[src/rtl/rcv_ctrl.sv]
`default_nettype none
// ============================================================================
// Module      : rcv_ctrl
// Description : Receive control unit for the serial receiver. Runs the
//               bit-period timer and the bit counter. It starts on a detected
//               start bit and issues one shift strobe per bit period for the
//               data and stop bits. It then checks the stop bit and either
//               loads the RX buffer or raises a sticky framing error.
// Revision    : 1.0 - initial release
// ============================================================================
module rcv_ctrl #(
    parameter int CLKS_PER_BIT  = 10,
    parameter int NUM_DATA_BITS = 8
) (
    input  logic                                  clk,
    input  logic                                  n_rst,
    input  logic                                  start_bit_detected,
    input  logic                                  stop_bit,
    input  logic                                  rcv_abort,
    output logic                                  shift_strobe,
    output logic                                  load_buffer,
    output logic                                  framing_error,
    output logic                                  busy,
    output logic [$clog2(NUM_DATA_BITS+2)-1:0]    bit_count
);

    localparam int c_TIMER_W = $clog2(CLKS_PER_BIT + 1);
    localparam int c_COUNT_W = $clog2(NUM_DATA_BITS + 2);

    localparam logic [c_TIMER_W-1:0] c_TIMER_MAX  = c_TIMER_W'(CLKS_PER_BIT);
    localparam logic [c_TIMER_W-1:0] c_TIMER_ONE  = c_TIMER_W'(1);
    localparam logic [c_COUNT_W-1:0] c_LAST_DATA  = c_COUNT_W'(NUM_DATA_BITS);
    localparam logic [c_COUNT_W-1:0] c_COUNT_ONE  = c_COUNT_W'(1);

    typedef enum logic [2:0] {
        ST_IDLE     = 3'd0,
        ST_CLEAR    = 3'd1,
        ST_RECEIVE  = 3'd2,
        ST_STOP_CHK = 3'd3,
        ST_LOAD     = 3'd4
    } state_t;

    state_t                 r_state;
    state_t                 w_state_nxt;
    logic [c_TIMER_W-1:0]   r_timer;
    logic [c_TIMER_W-1:0]   w_timer_nxt;
    logic [c_COUNT_W-1:0]   r_bit_count;
    logic [c_COUNT_W-1:0]   w_bit_count_nxt;
    logic                   r_framing_error;
    logic                   w_framing_error_nxt;
    logic                   w_shift_strobe;
    logic                   w_load_buffer;

    // State, timer, bit counter and sticky error registers
    always_ff @(posedge clk or negedge n_rst) begin
        if (!n_rst) begin
            r_state         <= ST_IDLE;
            r_timer         <= '0;
            r_bit_count     <= '0;
            r_framing_error <= 1'b0;
        end else begin
            r_state         <= w_state_nxt;
            r_timer         <= w_timer_nxt;
            r_bit_count     <= w_bit_count_nxt;
            r_framing_error <= w_framing_error_nxt;
        end
    end

    // Next-state and strobe decode; abort overrides every state decision
    always_comb begin
        w_state_nxt         = r_state;
        w_timer_nxt         = r_timer;
        w_bit_count_nxt     = r_bit_count;
        w_framing_error_nxt = r_framing_error;
        w_shift_strobe      = 1'b0;
        w_load_buffer       = 1'b0;

        if (rcv_abort) begin
            w_state_nxt     = ST_IDLE;
            w_timer_nxt     = '0;
            w_bit_count_nxt = '0;
        end else begin
            case (r_state)
                ST_IDLE: begin
                    if (start_bit_detected) begin
                        w_state_nxt = ST_CLEAR;
                    end
                end
                ST_CLEAR: begin
                    w_timer_nxt         = '0;
                    w_bit_count_nxt     = '0;
                    w_framing_error_nxt = 1'b0;
                    w_state_nxt         = ST_RECEIVE;
                end
                ST_RECEIVE: begin
                    if (r_timer == c_TIMER_MAX) begin
                        // Timer restarts at 1 so each following period is
                        // exactly CLKS_PER_BIT cycles long.
                        w_shift_strobe  = 1'b1;
                        w_timer_nxt     = c_TIMER_ONE;
                        w_bit_count_nxt = r_bit_count + c_COUNT_ONE;
                        if (r_bit_count == c_LAST_DATA) begin
                            w_state_nxt = ST_STOP_CHK;
                        end
                    end else begin
                        w_timer_nxt = r_timer + c_TIMER_ONE;
                    end
                end
                ST_STOP_CHK: begin
                    if (stop_bit) begin
                        w_state_nxt = ST_LOAD;
                    end else begin
                        w_framing_error_nxt = 1'b1;
                        w_state_nxt         = ST_IDLE;
                    end
                end
                ST_LOAD: begin
                    w_load_buffer = 1'b1;
                    w_state_nxt   = ST_IDLE;
                end
                default: begin
                    w_state_nxt = ST_IDLE;
                end
            endcase
        end
    end

    assign shift_strobe  = w_shift_strobe;
    assign load_buffer   = w_load_buffer;
    assign framing_error = r_framing_error;
    assign busy          = (r_state != ST_IDLE);
    assign bit_count     = r_bit_count;

endmodule
`default_nettype wire

[config.mk]
export PLATFORM = sky130hd
export DESIGN_NAME = rcv_ctrl
export DESIGN_NICKNAME = d
export VERILOG_FILES = /design/src/rtl/rcv_ctrl.sv
export SDC_FILE = /design/constraint.sdc
export NUM_CORES = 1
export LEC_CHECK = 0
export ABC_AREA = 1
export CORE_MARGIN = 2
export CORE_UTILIZATION = 33
export DETAILED_ROUTE_END_ITERATION = 10
export SLEW_MARGIN = 20
export SYNTH_ARGS = -nofsm -noshare
export SYNTH_HDL_FRONTEND = slang
export SYNTH_SLANG_ARGS = --single-unit
[constraint.sdc]
create_clock -name clk -period 1.3 [get_ports clk]
set_input_delay 0.13 -clock clk [delete_from_list [all_inputs] [get_ports clk]]
set_output_delay 0.13 -clock clk [all_outputs]
set_load 0.02 [all_outputs]
==> results of run 1 <==
==> worst max path at each step <==
stage	start	end	slack [ns]	cells after the start
detailed placement	rcv_abort	shift_strobe	-0.37	5
global route	r_state[0]$_DFFE_PN0P_	shift_strobe	-0.14	4
floorplan	r_state[1]$_DFFE_PN0P_	load_buffer	0.02	1
global placement	rcv_abort	shift_strobe	-0.36	5
CTS	r_timer[0]$_DFFE_PN0P_	bit_count[1]$_DFFE_PN0P_	-0.11	11
finish	r_state[0]$_DFFE_PN0P_	shift_strobe	-0.09	4
==> cell type report <==
type                    instances  area (um2)  area share, %
repair buffers                 36         303           24.9
clock buffers                   4        36.3           2.99
multi-input cells              68         480           39.6
flip-flops and latches         12         302           24.8
well taps                      27        33.8           2.78
inverters                      15        58.8           4.85
==> flip-flops by register name, summed over array words and instances, names as in the netlist <==
| name | flops |
|---|---|
| r_state | 3 |
| bit_count | 4 |
| framing_error | 1 |
| r_timer | 4 |
==> logic make-up after synthesis <==
logic type      Yosys count  share of synthesized area, %
xor+xnor                  2                          2.47
buf+inv                  15                          7.92
fa+ha+maj                 4                          7.04
flops                    12                          42.3
simple gates             54                          34.0
compound gates            8                          6.34
==> cell usage after synthesis (2+ instances only) <==
master   instances
nand2_1         27
nand3_2          2
nor4_1           2
nand3_1          5
dfrtp_1         12
inv_1           14
nand4_1          3
ha_1             4
nor2_1          11
o21ai_0          5
nor3_1           2
==> worst max-delay path, delay by kind of cell, from the launching register on <==
family | cells | cell delay [ns]
buffers and inverters | 1 | 0.12
flip-flops | 1 | 0.44
AND/OR/NAND/NOR | 3 | 0.41
==> layout by cell type (no fill, tap or decap), drive strengths merged <==
master,n
nand2,28
buf,27
inv,15
dfrtp,12
nor2,12
nand3,7
dlygate4sd2,5
o21ai,5
clkdlybuf4s50,4
ha,4
clkbuf,4
nand4,3
nor4,2
nor3,2
a21oi,1
xor2,1
xnor2,1
o211ai,1
a22oi,1
==> per-layer routing <==
| layer | vias up | global-route usage [%] |
|---|---|---|
| li1 | 387 | - |
| met3 | 4 | 5.95 |
| met1 | 349 | 18.4 |
| met4 | 0 | 6.76 |
| met5 | - | 0 |
| met2 | 15 | 25.9 |
==> metrics by stage <==
step,instances,TNS [ns],area [um2]
6_report,162,-0.175,1210
5_1_grt,162,-0.657,1210
4_1_cts,160,-0.570,1080
3_5_place_dp,154,-1.12,1020
3_3_place_gp,154,-0.947,1020
2_1_floorplan,95,0,713
==> report_power, final <==
part / switching (uW) / internal, uW
clock network: 130 / 170
logic: 178 / 151
registers: 21.0 / 396
total: 330 / 717
==> what timing repair did <==
item / CTS / global route
gates cloned: 0 / 0
pin swaps: 3 / 13
hold endpoints to repair: 0 / 0
buffers inserted: 2 / 3
setup endpoints to repair: 15 / 12
gates resized for setup: 30 / 35
==> metrics.txt, run 1 <==
max layer used met4; routed wl met3 106 um; wire per inst 11.9 um; worst r2r path cells 8; yosys warns 0; Inserted Diodes 0; clk buf depth 2; port buffer count 12; Final period util 107%; total CTS buffers 3; Core ar. 2000 um2; Synth Net Count 104; Final #Nets 145; Chip Height 50.4 um; TritonCTS clock tree yes; Worst slew margin around 83%; count of cell types in the netlist 19; CP max-delay cell dfrtp_1; synth top area cells dfrtp_1, nand2_1, inv_1, ha_1, nor2_1; CTS Hold Bufs 0; r2r endpoint bit_count[1]$_DFFE_PN0P_; final wirelength 1.92 mm; 1st-iter DRT viols 9; count of final setup violators 5; Worst path max stage delay 0.44 ns; syn_area_per_cell 7.48 um2; DR DRC count 0; clock sinks 12; Yosys top cell by area dfrtp_1; CP most frequent cell nor2_4; Filler cells 185; outcome finished with violations; worst-path cell chain nor2_4, nand3_4, nor2_4, buf_6; routed wl met2 954 um; Placer Congestion 0.795; Clock Latency Late Sink approximately 0.28 ns; VDD IR max approximately 0.55 mV; Starting Density 35.5%; hold crit path type in2async; Mapped Cells 95; Max Slew Vio Count 0; Slew @ Worst Pin 0.249 ns; Row Count 16; Final Util 60.6%; Final min period 1.39 ns; DP HPWL 1.30 mm; area grow syn2layout 70.8%; sequential area share after synthesis 42.3%; area of the die 2540 um2; RSZ-0062 raised after global routing yes; leakage power 0.000618 uW; R2R Path Start r_state[0]$_DFFE_PN0P_; Die Wd 50.4 um; setup slack after layout -0.0910 ns; ratio of cells with drive above 1 in the final layout roughly 44%; Pre-antenna DRT Iters 4; largest net degree at the start of global routing 13; Clk pin slew, worst setup/hold paths around 0.080 ns; Worst Path Arrival 1.26 ns; DR vias around 760; Yosys top cell area share between 40% and 50%; Final Hold Fails 0; Synth Register Bits 12; DR vias/cell 4.66; initial antenna violation count 0; Antenna Violating Nets Remaining 0; Met1 Wirelength 839 um; Total GRT Usage between 10% and 20%; Setup crit end kind primary output; dpl ws -0.373 ns; power per cell area 863 nW/um2; root buffer cell clkbuf_4; Min Hold Slack 0.148 ns; Critical Path RT roughly 1.2 ns; number of global-route vias before repair between 600 and 700; Fmax 719 MHz; skew final 0.00440 ns; htree depth 1; synthesized area 711 um2; Max-Cap Viols 0; Max FO, Critical Path 3; R2R Setup Slk -0.01 ns; total power 1050 uW; GRT Residual Overflow 0; failing checks setup timing; Worst Setup Start Kind flop; global-route wire length before repair approximately 2.9 mm; Post-synth ARST share 100%; EDFF count, synth 0; ys flop type dfrtp_1; IO Pins 13; Worst Path Class, Setup reg2out
Note: power is estimated with default switching activity, not from simulation.
==> inputs of run 2 (changes only) <==
SETUP_SLACK_MARGIN = 0.5   (was default)
==> run 2 against run 1 <==
The run still ends with setup timing left. Hold slack worse by 0.015 ns. Critical path depth is 1 lower. First-iteration DRC count is 22% higher. Clock power is 3% higher. Combinational power is 5% higher. Clock skew is 0.0030 ns lower. Sequential share of layout area is 0.98 points lower. Maximum frequency is 4.7% higher. Cell count is 1.9% higher. Largest cell class unchanged. Largest power group unchanged. Highest routed layer unchanged.
==> metrics.txt, run 2 (same netlist as run 1, synthesis figures left out) <==
Non-Filler Instances between 150 and 200; DP HPWL 1.36 mm; Setup crit end kind primary output; Final Hold Fails 0; WP buf/inv 2; GRT Residual Overflow 0; IO Pins 13; Worst slew margin 87.0%; outcome finished with violations; most frequent cells in the layout buf_4, nand2_1, dfrtp_1, buf_6, inv_1; wire per inst 11.5 um; Final Instance Area 1270 um2; Final #Nets 148; worst r2r path cells 10; initial antenna violation count 0; Min Hold Slack roughly 0.13 ns; routing usage on met3 under 10%; skew final 0.00145 ns; Fmax 752 MHz; global-route wire length before repair 3.15 mm; port buffer count 12; Clock Latency Late Sink roughly 0.29 ns; sequential power share 38.8%; root buffer cell clkbuf_4; Total GRT Usage 16.9%; TritonCTS clock tree yes; GRT met2 Usage between 20% and 30%; Worst Path Arrival 1.20 ns; placed cell area 1060 um2; ratio of cells with drive above 1 in the final layout 54.3%; 1st-iter DRT viols 11; most common cell after layout, fill and taps aside buf_4; Final min period 1.33 ns; Inserted Diodes 0; clk buf depth 2; grt peak-use layer met2; Clock power frac 28.9%; setup slack after layout -0.0290 ns; power per cell area 841 nW/um2; combinational power share 32.2%; Starting Density 35.5%; Worst path top cell family by delay flip-flops; Max-Cap Viols 0; count of final setup violators 2; Pint 727 uW; Chip Height 50.4 um; DR DRC count 0; worst-path cell chain inv_1, nor4_2, buf_2; Clk pin slew, worst setup/hold paths 0.08 ns; DR vias/cell 4.84; Final Util 63.6%; clock sinks 12; area of the die 2540 um2; Worst Setup Start Kind flop; Max FO, Critical Path 3; Row Count 16; Max Slew Vio Count 0; leakage power 0.000612 uW; hold crit path type in2async; VDD IR max 0.609 mV; Switch Pwr 344 uW; number of global-route vias before repair 740; total CTS buffers 3; R2R Setup Slk 0.02 ns; failing checks setup timing; Critical Path RT ~1.2 ns; area grow syn2layout 79.2%; Core ar. approximately 2000 um2; largest net degree at the start of global routing 13; CTS Hold Bufs 0; total power ~1100 uW; final wirelength 1.89 mm; Pre-antenna DRT Iters 4; RSZ-0062 raised after global routing yes; Worst path max stage delay 0.41 ns; Post-Place Cells 154; Final period util 102%; Sw Share 32.1%; htree depth 1; R2R Path Start r_timer[0]$_DFFE_PN0P_; r2r endpoint bit_count[3]$_DFFE_PN0P_; DR vias 799; grt met1 use ~21%; Placer Congestion 0.819; Slew @ Worst Pin about 0.19 ns; Worst Path Class, Setup reg2out; Die Wd 50.4 um; Antenna Violating Nets Remaining 0; CP max-delay cell dfrtp_1
run 2: changes by cell type in the layout (fill, tap and decap cells not counted), sizes merged:
cell | previous run | this run
buf | 27 | 35
dlygate4sd2 | 5 | 0
run 2: repair_timing:
action	4_1_cts	5_1_grt
endpoints found under the setup margin	20	20
setup buffers	4	3
resized for setup	61	23
endpoints found under the hold margin	0	0
pin swaps	4	8
run 2: power groups by stage:
stage	clock network [uW]	registers (uW)	logic, uW
5_1_grt	333	420	375
3_3_place_gp	0	422	250
3_5_place_dp	0	424	253
6_report	310	416	345
4_1_cts	321	417	293
2_1_floorplan	0	438	101
run 2: per-layer routing:
| metal | wire, um | vias up |
|---|---|---|
| met4 | 63 | 0 |
| met1 | 773 | 384 |
| li1 | - | 392 |
| met2 | 989 | 16 |
| met3 | 63 | 7 |
| met5 | 0 | - |
run 2: how the worst max path moves through the flow:
stage	from	end	slack, ns	depth (start not counted)
after floorplan	r_timer[0]$_DFFE_PN0P_	bit_count[2]$_DFFE_PN0P_	0.17	9
after global placement	rcv_abort	load_buffer	-0.34	4
after detailed placement	rcv_abort	load_buffer	-0.33	4
after CTS	r_state[2]$_DFFE_PN0P_	shift_strobe	-0.03	4
after global routing	r_state[2]$_DFFE_PN0P_	shift_strobe	-0.09	4
final	r_state[2]$_DFFE_PN0P_	load_buffer	-0.03	3
run 2: metrics by stage:
| step | setup TNS [ns] | setup WS (ns) |
|---|---|---|
| 6_report | -0.0540 | -0.0290 |
| 5_1_grt | -0.348 | -0.0914 |
| 4_1_cts | -0.0556 | -0.0344 |
| 3_5_place_dp | -0.935 | -0.334 |
| 3_3_place_gp | -0.954 | -0.336 |
| 2_1_floorplan | 0 | 0.174 |
run 2: cell type report:
| type | instances | area [um2] |
|---|---|---|
| inverter | 15 | 66.3 |
| multi-input combinational | 68 | 502 |
| timing repair buffer | 39 | 332 |
| fill | 170 | 728 |
| sequential | 12 | 304 |
| clock buffer | 4 | 36.3 |
| tap | 27 | 33.8 |
run 2: worst register-to-register path: cells and delay by family, from the launching register on:
kind	cells	cell delay (ns)
buffers and inverters	4	0.37
and+or+nand+nor	5	0.29
adders and majority gates	1	0.14
DFF	1	0.39
